[src/rtl/dti_apb_pkg.sv]
// Shared APB completer types: bus phase enum, widths, address decode.
package dti_apb_pkg;

  typedef enum logic [1:0] {
    APB_IDLE,
    APB_SETUP,
    APB_ACCESS
  } apb_state_e;

  localparam int APB_DW = 32;
  localparam int APB_AW = 32;

  typedef struct packed {
    logic [29:0] idx;
    logic        wr;
    logic        is_cnt;
    logic        err;
  } apb_dec_t;

  function automatic apb_dec_t apb_decode(
    input logic [APB_AW-1:0] addr,
    input logic [APB_AW-1:0] base,
    input int                nregs,
    input logic              wr
  );
    apb_dec_t          d;
    logic [APB_AW-1:0] off;
    off      = addr - base;
    d.idx    = off[31:2];
    d.wr     = wr;
    d.is_cnt = (d.idx == 30'(nregs));
    d.err    = (addr[1:0] != 2'b00)
             || (d.idx > 30'(nregs))
             || (wr && d.is_cnt);
    return d;
  endfunction

endpackage

[src/rtl/dti_apb_slv_regbank.sv]
// RW register array behind the APB completer: per-index write,
// read mux and one-cycle write pulses.
import dti_apb_pkg::*;

module dti_apb_slv_regbank #(
  parameter int NUM_REGS = 4
) (
  input  logic                       clk_i,
  input  logic                       rst_ni,
  input  logic                       we_i,
  input  logic [29:0]                widx_i,
  input  logic [APB_DW-1:0]          wdata_i,
  input  logic [29:0]                ridx_i,
  output logic [APB_DW-1:0]          rdata_o,
  output logic [NUM_REGS*APB_DW-1:0] regs_o,
  output logic [NUM_REGS-1:0]        wr_pulse_o
);

  logic [APB_DW-1:0]   regs_q [NUM_REGS];
  logic [NUM_REGS-1:0] pulse_q;
  logic [NUM_REGS-1:0] we_d;

  always_comb begin
    we_d = '0;
    for (int i = 0; i < NUM_REGS; i++) begin
      we_d[i] = we_i && (widx_i == 30'(i));
    end
  end

  always_ff @(posedge clk_i or negedge rst_ni) begin
    if (!rst_ni) begin
      pulse_q <= '0;
      for (int i = 0; i < NUM_REGS; i++) begin
        regs_q[i] <= '0;
      end
    end else begin
      pulse_q <= we_d;
      for (int i = 0; i < NUM_REGS; i++) begin
        if (we_d[i]) regs_q[i] <= wdata_i;
      end
    end
  end

  always_comb begin
    rdata_o = '0;
    for (int i = 0; i < NUM_REGS; i++) begin
      if (ridx_i == 30'(i)) rdata_o = regs_q[i];
    end
  end

  for (genvar g = 0; g < NUM_REGS; g++) begin : g_flat
    assign regs_o[g*APB_DW +: APB_DW] = regs_q[g];
  end

  assign wr_pulse_o = pulse_q;

endmodule

[src/rtl/dti_apb_reg_slave.sv]
// APB3 register completer: RW window, RO transfer counter, PSLVERR.
// Wait states enabled by defining DTI_APB_SLV_WAIT_EN.
import dti_apb_pkg::*;

module dti_apb_reg_slave #(
  parameter logic [31:0] BASE_ADDR   = 32'h0000_0100,
  parameter int          NUM_REGS    = 4,
  parameter int          WAIT_CYCLES = 2
) (
  input  logic                       clk,
  input  logic                       reset_n,
  input  logic [APB_AW-1:0]          apb_paddr,
  input  logic                       apb_psel,
  input  logic                       apb_penable,
  input  logic                       apb_pwrite,
  input  logic [APB_DW-1:0]          apb_pwdata,
  output logic [APB_DW-1:0]          apb_prdata,
  output logic                       apb_pready,
  output logic                       apb_pslverr,
  output logic [NUM_REGS*APB_DW-1:0] reg_q,
  output logic [NUM_REGS-1:0]        reg_wr_pulse
);

  apb_state_e        state_q;
  apb_state_e        phase;
  apb_dec_t          dec_c;
  apb_dec_t          dec_q;
  apb_dec_t          dec_s;
  logic [APB_DW-1:0] wdata_q;
  logic [31:0]       cnt_q;
  logic              pready_q;
  logic              pslverr_q;
  logic [APB_DW-1:0] prdata_q;
  logic [APB_DW-1:0] rb_rdata;
  logic [APB_DW-1:0] rd_val;
  logic              setup_hit;
  logic              done;
  logic              rb_we;
`ifdef DTI_APB_SLV_WAIT_EN
  logic [15:0]       wait_q;
`endif

  assign dec_c = apb_decode(apb_paddr, BASE_ADDR,
                            NUM_REGS, apb_pwrite);

  // penable alone in IDLE never opens a transfer
  assign setup_hit = (state_q == APB_IDLE)
                   && apb_psel && !apb_penable;
  assign phase = setup_hit ? APB_SETUP : state_q;
  assign done  = (state_q == APB_ACCESS) && apb_psel
               && apb_penable && pready_q;

  assign dec_s  = setup_hit ? dec_c : dec_q;
  assign rd_val = dec_s.err    ? '0    :
                  dec_s.is_cnt ? cnt_q : rb_rdata;
  assign rb_we  = done && dec_q.wr && !dec_q.err;

  dti_apb_slv_regbank #(
    .NUM_REGS (NUM_REGS)
  ) u_regbank (
    .clk_i      (clk),
    .rst_ni     (reset_n),
    .we_i       (rb_we),
    .widx_i     (dec_q.idx),
    .wdata_i    (wdata_q),
    .ridx_i     (dec_s.idx),
    .rdata_o    (rb_rdata),
    .regs_o     (reg_q),
    .wr_pulse_o (reg_wr_pulse)
  );

  always_ff @(posedge clk or negedge reset_n) begin
    if (!reset_n) begin
      state_q   <= APB_IDLE;
      dec_q     <= '0;
      wdata_q   <= '0;
      cnt_q     <= '0;
      pready_q  <= 1'b0;
      pslverr_q <= 1'b0;
      prdata_q  <= '0;
`ifdef DTI_APB_SLV_WAIT_EN
      wait_q    <= '0;
`endif
    end else begin
      unique case (phase)
        APB_SETUP: begin
          state_q <= APB_ACCESS;
          dec_q   <= dec_c;
          wdata_q <= apb_pwdata;
`ifdef DTI_APB_SLV_WAIT_EN
          wait_q  <= 16'(WAIT_CYCLES);
          if (WAIT_CYCLES == 0) begin
            pready_q  <= 1'b1;
            pslverr_q <= dec_c.err;
            prdata_q  <= rd_val;
          end
`else
          pready_q  <= 1'b1;
          pslverr_q <= dec_c.err;
          prdata_q  <= rd_val;
`endif
        end
        APB_ACCESS: begin
          if (!apb_psel) begin
            state_q   <= APB_IDLE;
            pready_q  <= 1'b0;
            pslverr_q <= 1'b0;
            prdata_q  <= '0;
          end else if (pready_q) begin
            if (done) begin
              state_q   <= APB_IDLE;
              pready_q  <= 1'b0;
              pslverr_q <= 1'b0;
              prdata_q  <= '0;
              if (!dec_q.err) cnt_q <= cnt_q + 32'd1;
            end
          end
`ifdef DTI_APB_SLV_WAIT_EN
          else begin
            wait_q <= wait_q - 16'd1;
            if (wait_q <= 16'd1) begin
              pready_q  <= 1'b1;
              pslverr_q <= dec_q.err;
              prdata_q  <= rd_val;
            end
          end
`endif
        end
        default: state_q <= APB_IDLE;
      endcase
    end
  end

  assign apb_prdata  = prdata_q;
  assign apb_pready  = pready_q;
  assign apb_pslverr = pslverr_q;

endmodule

[config.mk]
export PLATFORM = sky130hd
export DESIGN_NAME = dti_apb_reg_slave
export DESIGN_NICKNAME = d
export VERILOG_FILES = /design/src/rtl/dti_apb_pkg.sv /design/src/rtl/dti_apb_slv_regbank.sv /design/src/rtl/dti_apb_reg_slave.sv
export SDC_FILE = /design/constraint.sdc
export NUM_CORES = 1
export LEC_CHECK = 0
export CAP_MARGIN = 20
export CORE_ASPECT_RATIO = 1.4
export CORE_MARGIN = 2
export CORE_UTILIZATION = 49
export CTS_BUF_LIST = sky130_fd_sc_hd__clkbuf_2
export DETAILED_ROUTE_END_ITERATION = 7
export PLACE_DENSITY = 0.79
export SETUP_SLACK_MARGIN = 0.3
export SLEW_MARGIN = 0
export SYNTH_ARGS = -nofsm -noshare
export SYNTH_HDL_FRONTEND = slang
export SYNTH_SLANG_ARGS = --single-unit
[constraint.sdc]
create_clock -name clk -period 3.4 [get_ports clk]
set_input_delay 0.68 -clock clk [delete_from_list [all_inputs] [get_ports clk]]
set_output_delay 0.68 -clock clk [all_outputs]
set_load 0.005 [all_outputs]
# After elaboration in Yosys (flattened, before gate mapping)
# Index checks and enable logic that the tools add are counted.
[classes] addsub=2 order_cmp=1 n_eq_ne=12 muxes=24 bitwise_logic=1 reduce_logical=24
[ops] op="$mux W32" count=9
[ops] op="$eq A30 B2 Y1 const B" count=4
[ops] op="$pmux W32 S2" count=1
[ops] op="$eq A30 B1 Y1 const B" count=2
[ops] op="$logic_not A30 Y1" count=2
[ops] op="$mux W33" count=1
[ops] op="$add A32 B1 Y32 const B" count=1
[ops] op="$sub A32 B9 Y32 const B" count=1
[ops] op="$eq A30 B3 Y1 const B" count=1
[ops] op="$gt A30 B3 Y1 const B" count=1
[ops] op="$logic_and A1 B1 Y1" count=12
[ops] op="$mux W2" count=4
[ops] op="$mux W1" count=6
[ops] op="$ne A3 B3 Y1 const B" count=2
[ops] op="$reduce_and A5 Y1" count=1
[ops] op="$eq A2 B2 Y1 const B" count=2
[ops] op="$pmux W1 S2" count=2
[ops] op="$pmux W2 S2" count=1
[ops] op="$reduce_bool A2 Y1" count=2
[ops] op="$reduce_and A3 Y1" count=1
[ops] op="$eq A2 B1 Y1 const B" count=1
[ops] op="$logic_not A1 Y1" count=2
[ops] op="$logic_not A2 Y1" count=1
[ops] op="$logic_or A1 B1 Y1" count=2
[ops] op="other kinds (2)" count=2
[totals] ff_bits=265 output_inout_bits=166 word_cells=79

# Logic depth before layout (Yosys ltp)
# Gate-level depths: netlist (run 1).
[depth] depth_word=13 depth_mapped=14 mapped_depth_nobuf=11

# Modules after synthesis
# From an unflattened synthesis (run 1), not the netlist that was laid out.
[hier_totals] hier_cells=1091 area_unflattened_um2=12751.0
[by_module_without_submodules] mod="dti_apb_reg_slave" instances=1 cells_each=708 area_each_um2=6583.8 seq_area_each_um2=3278.1
[by_module_without_submodules] mod="dti_apb_slv_regbank" instances=1 cells_each=383 area_each_um2=6167.2 seq_area_each_um2=3303.2

# Least setup slack after synthesis (run 1)
# No wires, ideal clock.
[synth_path] kind="input port to flip-flop" from="in apb_paddr[8]" to="reg prdata_q[22] (netlist: apb_prdata[22])" setup_ns=0.121 arrival_time_ns=3.523 t_required_ns=3.279 slack_ns=-0.245 stages=13 n_path_buf=4 cell_sequence="clkbuf_1 -> inv_1 -> ha_1 -> buf_2 -> or4b_1 -> buf_6 -> o31a_1 -> o31a_1 -> nor4_2 -> nand4_2 -> buf_6 -> or2_0 -> a32o_2"
[synth_lines] element="start, declared" line="dti_apb_reg_slave.sv:12" text="input logic [APB_AW-1:0] apb_paddr,"
[synth_lines] element="end signal, assigned" line="dti_apb_reg_slave.sv:100" text="prdata_q <= rd_val;"
[synth_lines] element="end, declared" line="dti_apb_reg_slave.sv:33" text="logic [APB_DW-1:0] prdata_q;"

# Worst setup path in the final report (run 1)
[layout_path] from="in apb_paddr[9]" to="reg prdata_q[13] (netlist: apb_prdata[13])"
[layout_between] elab_chain_len=10 word_cells_on_any_way=18 classes_between="add/sub: 1; order compare: 1; eq/ne: 4; mux: 8; reduce/logical: 4"
[layout_rtl] element="$sub A32 B9 Y32 *" line="dti_apb_pkg.sv:28" text="off = addr - base;"
[layout_rtl] element="$mux W33 *" line="dti_apb_reg_slave.sv:53" text="assign dec_s = setup_hit ? dec_c : dec_q;"
[layout_rtl] element="$logic_not A30 Y1" line="dti_apb_slv_regbank.sv:47" text="if (ridx_i == 30'(i)) rdata_o = regs_q[i];"
[layout_rtl] element="$mux W32 (4 in series)" line="dti_apb_slv_regbank.sv:47"
[layout_rtl] element="$mux W32" line="dti_apb_reg_slave.sv:55" text="dec_s.is_cnt ? cnt_q : rb_rdata;"
[layout_rtl] element="$mux W32 *" line="dti_apb_reg_slave.sv:54" text="assign rd_val = dec_s.err ? '0 :"
[layout_rtl] element="$pmux W32 S2 *" line="dti_apb_reg_slave.sv:85" text="unique case (phase)"
# Every way passes the cells marked *; elsewhere a longest branch is shown, timed or not.
# A chain may end at the register's enable or synchronous reset.

==> results.cfg, run 1 <==
[status]
outcome = finished clean

[global_routing]
grt_pass1_vias = 10700
grt_usage_pct = 28.7
antenna_found_initial = 2
grt-ovfl-total = 0
grt_pass1_wl_microns = 61000
grt_max_degree = 74

[worst_hold_path]
holdPathStages = 4
hp-class = input port to flip-flop
min_from = apb_paddr[8]
holdPathEnd = dec_q[10]

[finish]
nets = 1502
fin_area_sq_um = 16900
syn_to_final_growth_pct = 33.2
nFillCells = 1960
fin_cells = 1784
utilization_pct = 66.4
drive_above_1_share_pct = 31.9

[synthesis]
syn_area_sq_um = 12700
synth.most_common_cell = dfrtp_1
yosys.area_share.adder_pct = 0.395
yosysTopAreaCell = dfrtp_1
syn_area_per_cell_sq_um = 11.8
synth_commonest_cells = dfrtp_1, nand2_1, mux2_2
yosysWarnings = 0
syn_inst = 1076
synth_area_leaders = dfrtp_1, mux2_2, mux4_2, nand2_1, a32o_2
ys_seq_elements = 264
syn-num-nets = 1149
synth_top_area_share_pct = 52.2
synthArstFlopShare_pct = 100
synth_compound_area_share_pct = 8.32
ys_types = 65
synth_flop_cell = dfrtp_1
synth_top_family_by_area = multiplexers
ys_seq_area_share_pct = 52.2
synthSimpleGateAreaFrac_pct = 15.7
synth_xor_area_share_pct = 3.18
synthMuxAreaShare_pct = 17.3
synth-edff-count = 0

[sta]
setup_viol = 0
slew_violations = 0
fin_ws_ns = 0.323
rsz0062_at_grt = false
hold_viol_final = 0
max_slew_margin_pct = 51.6
post-route-period-util_pct = 90.5
clock_skew_ns = 0.0828
fin_crit_ns = 3.08
max_freq_ghz = 0.325
tightest_slew_ns = 0.722

[floorplan]
core_area_sq_um = 25400
die_area_sq_um = 27100
ios = 235
num_rows = 69
die_w_microns = 140
initial_core_util_pct = 49.9
die_y_microns = 194

[cts]
cts_made_buffers = 60
clockRootBuffer = clkbuf_2
cts_tree = done
clk_latency_ns = 0.92
cts-htree-levels = 2
clkSinkCount = 264
cts_buffer_depth = 3
clkTransAtPathRegs_ns = 0.10

[setup_path]
end_kind = flip-flop
cp_max_fo = 13
cp_data_required_time_ns = 4.20
r2r-start = state_q[1]
timing.rr.end = apb_prdata[13]
crit_path_start_kind = input port
rr_worst_depth = 8
crit_arrival_ns = 3.88
path_class = input port to flip-flop
r2r_setup_slack_ns = 0.56

[place]
place_hpwl_microns = 28000
place_area_sq_um = 16300
dp_cells = 1682
port_buffers = 234
gp_congestion = 0.909
place_ws_ns = -0.518

[pwr]
peakVddDrop_mv = 0.247
leakagePower_nw = 7.76
p_per_area_nw_per_um2 = 360

[route]
first_iter_violations = 605
first_pass_iters = 5
drt-wirelength-per-cell_microns = 21.8
vias_per_cell = 5.76
vias = 10300
drcViolationCount = 0
ant_nets = 0
drt_wl_total_microns = 38900

[flow_run]
maxCapViolations = 0
==> power breakdown <==
part / internal, mW / switching (mW)
Clock: 0.679 / 1.20
Combinational: 0.346 / 0.435
Sequential: 3.28 / 0.137
Total: 4.30 / 1.77
==> logic make-up (layout without fill, tap and decap cells) <==
logic type / count (synthesis) / count (layout)
xor gates and xnor gates: 46 / 46
muxes: 163 / 163
AOI/OAI and AO/OA: 127 / 128
DFF: 264 / 264
and+or+nand+nor: 398 / 398
adders and majority gates: 4 / 4
buffers and inverters: 74 / 460
other: 0 / 2
==> layer usage <==
metal / track usage (%) / wire (microns)
met4: 14.1 / 1970
met2: 48.9 / 19500
met3: 6.10 / 2470
met1: 34.7 / 15000
met5: 0 / 0
==> worst max-delay path by stage <==
stage,from,endpoint,slack (ns),depth (start not counted)
2_1_floorplan,apb_paddr[8],apb_prdata[30],-0.01,14
3_3_place_gp,apb_paddr[9],apb_prdata[28],-0.48,14
3_5_place_dp,apb_paddr[8],apb_prdata[5],-0.52,13
4_1_cts,apb_paddr[8],apb_prdata[13],0.48,13
5_1_grt,apb_paddr[9],apb_prdata[13],0.31,13
6_report,apb_paddr[9],apb_prdata[13],0.32,13
==> placed cells by master, fill, tap and decap left out, types with 4 or more instances in the layout <==
cell	netlist	layout
or2_0	30	30
inv_2	1	4
nand4_1	20	20
nand3_1	50	50
xnor2_1	31	31
clkinv_1	0	5
dfrtp_1	264	264
nand4b_1	4	4
mux4_2	32	32
a32o_2	29	29
buf_4	2	100
inv_1	9	7
and4_1	4	4
nor3b_2	0	4
o21ai_0	19	19
clkdlybuf4s50_1	0	232
xor2_1	15	15
or2_2	4	4
o21ai_2	30	30
mux2_2	129	129
buf_12	0	18
a21oi_1	6	4
clkbuf_2	0	89
nor4_1	12	12
nor2_1	54	51
or3_1	8	8
nor4b_1	5	5
a21o_1	4	4
nor3_1	18	17
nand2_1	156	156
a31oi_1	11	9
==> registers in the layout, summed over array words and instances, names as in the netlist <==
signal                count
apb_prdata               32
apb_pready                1
apb_pslverr               1
cnt_q                    32
dec_q                    33
state_q                   1
u_regbank.regs_o        128
u_regbank.wr_pulse_o      4
wdata_q                  32
==> through the flow <==
stage,total power [mW],hold WS (ns),TNS [ns]
CTS,6.12,0.215,0
global placement,4.21,0.455,-15.50
floorplan,3.80,0.384,-0.0113
detailed placement,4.24,0.456,-16.20
global route,6.39,0.237,0
finish,6.07,0.310,0
==> timing repair <==
item                                   CTS  global route
gates resized for setup                  0             6
setup endpoints to repair                0            32
buffers inserted                         0             1
hold buffers                             1             0
endpoints found under the hold margin   64             0
==> cell type report <==
type                    count  area (sq um)  area share, %
diodes                      2          5.00         0.0297
repair buffers            354          3500           20.7
flip-flops and latches    264          6610           39.2
clock buffers              89           445           2.64
multi-input cells         739          5840           34.6
well taps                 319           399           2.37
clock inverters             7          26.3          0.156
inverters                  10          42.5          0.252
==> critical path, cell delays in order <==
cell             delay (ns)
clkdlybuf4s50_1        0.44
inv_2                  0.09
ha_4                   0.14
or4b_4                 0.47
buf_4                  0.18
xnor2_1                0.13
o31ai_2                0.37
nand4_1                0.15
or4_4                  0.57
o21a_4                 0.26
buf_12                 0.17
o21ai_2                0.06
a32o_2                 0.17
No activity file was read; power rests on OpenSTA's default activity.
==> run 2: changes to the inputs <==
SETUP_SLACK_MARGIN = 0.5   (was 0.3)
==> results.cfg, run 2 (synthesis gave the netlist of run 1 again) <==
[worst_hold_path]
hp-class = input port to flip-flop

[sta]
hold_viol_final = 0
clock_skew_ns = 0.0997
tightest_slew_ns = 0.744
post-route-period-util_pct = 85.5
fin_ws_ns = 0.491
setup_viol = 0
max_slew_margin_pct = 50.1
fin_crit_ns = 2.91
slew_violations = 0
rsz0062_at_grt = false
max_freq_ghz = 0.344
hold_slack_ns = 0.300
fin_tns_setup_ns = 0

[pwr]
design_power_total_mw = 6.41
p_per_area_nw_per_um2 = 368
leakagePower_nw = 8.06
peakVddDrop_mv = 0.263

[setup_path]
crit_arrival_ns = 3.62
crit_family = simple AND/OR/NAND/NOR gates
slowest_stage = clkdlybuf4s50_1
end_kind = flip-flop
crit_path_start_kind = input port
critPathMaxStageDelay_ns = 0.42
cp_data_required_time_ns = 4.11
path_class = input port to flip-flop
cp_max_fo = 8
path_cells = clkdlybuf4s50_1, buf_4, nor4_4, buf_4, nand4_1, xor2_2, nand4_1, nor4_2, nand4_2, buf_6, clkbuf_16, or2_0, a32o_2
critPathBufInv = 5

[floorplan]
die_y_microns = 194
die_w_microns = 140
ios = 235
die_area_sq_um = 27100
initial_core_util_pct = 49.9
core_area_sq_um = 25400
num_rows = 69

[finish]
largest_register_ff_count = 128
fin_cells = 1825
final_common_cell = dfrtp_1
drive_above_1_share_pct = 34.1
fin_area_sq_um = 17400
final_cell_mix = dfrtp_1, clkdlybuf4s50_1, nand2_1
nets = 1527
utilization_pct = 68.6
syn_to_final_growth_pct = 37.7

[global_routing]
grt_pass1_wl_microns = 61600
grt_max_degree = 97
antenna_found_initial = 3
grt-ovfl-total = 0
grt_pass1_vias = 10900
grt_usage_pct = 29.1

[route]
vias = 10600
drt-wirelength-per-cell_microns = 21.9
wl_met3_microns = 2890
wl_met2_microns = 20500
vias_per_cell = 5.80
drcViolationCount = 0
maxUsedRoutingLayer = met4
ant_nets = 0
m1WireLength_microns = 14800
first_pass_iters = 5
drt_wl_total_microns = 39900
first_iter_violations = 596

[place]
dp_cells = 1688
place_area_sq_um = 16400
port_buffers = 234
place_ws_ns = -0.592
place_hpwl_microns = 27800
gp_congestion = 0.923

[cts]
clkSinkCount = 264
clockRootBuffer = clkbuf_2
cts_tree = done
clkTransAtPathRegs_ns = 0.11
cts_made_buffers = 66
clk_latency_ns = 0.87
cts-htree-levels = 3
cts_buffer_depth = 3

[flow_run]
maxCapViolations = 0

[status]
outcome = finished clean
run 2: layout make-up:
cell class              instances  area, sq um
diodes                          3         7.51
clock buffers                  92          460
clock inverters                25          149
fillers                      1863         7960
inverters                      10         42.5
multi-input cells             740         6000
flip-flops and latches        264         6610
well taps                     319          399
repair buffers                372         3760
run 2: timing repair:
action	4_1_cts	5_1_grt
gates cloned	3	4
endpoints found under the setup margin	32	32
hold buffers	1	0
gates resized for setup	13	34
pin swaps	6	17
setup buffers	2	7
hold endpoints to repair	92	0
run 2: layer usage:
metal  vias to the layer above  global-route usage, %
met5                         -                      0
met4                         0                   13.6
met3                        96                   7.56
met2                       444                   49.4
met1                      5345                   34.4
li1                       4704                      -
run 2: final timing paths:
path                               startpoint  depth (start not counted)             endpoint  slack, ns
worst max-delay path            apb_paddr[16]                         13       apb_prdata[12]       0.49
worst min-delay path             apb_paddr[8]                          4            dec_q[10]       0.30
worst max register to register     state_q[1]                         10       apb_prdata[30]       0.67
worst min register to register      cnt_q[22]                          1            cnt_q[22]       0.49
max in group asynchronous             reset_n                          3  u_regbank.regs_o[7]       2.06
min in group asynchronous             reset_n                          2       apb_prdata[17]       0.47
run 2: worst reg2reg max path, cell delays in order, from the launching register on:
cell,delay [ns]
dfrtp_1,0.48
or3b_4,0.46
buf_4,0.16
buf_4,0.14
nand2_1,0.05
o21ai_0,0.17
a2111oi_4,0.34
nand4b_4,0.28
buf_6,0.22
nor4b_4,0.26
a21o_1,0.13
run 2: where the power goes:
| part | switching, mW | leakage [nW] | internal [mW] | total [mW] |
|---|---|---|---|---|
| combinational | 0.458 | 4.03 | 0.370 | 0.827 |
| sequential | 0.141 | 3.56 | 3.28 | 3.42 |
| clock | 1.28 | 0.462 | 0.885 | 2.16 |
| total | 1.88 | 8.06 | 4.53 | 6.41 |
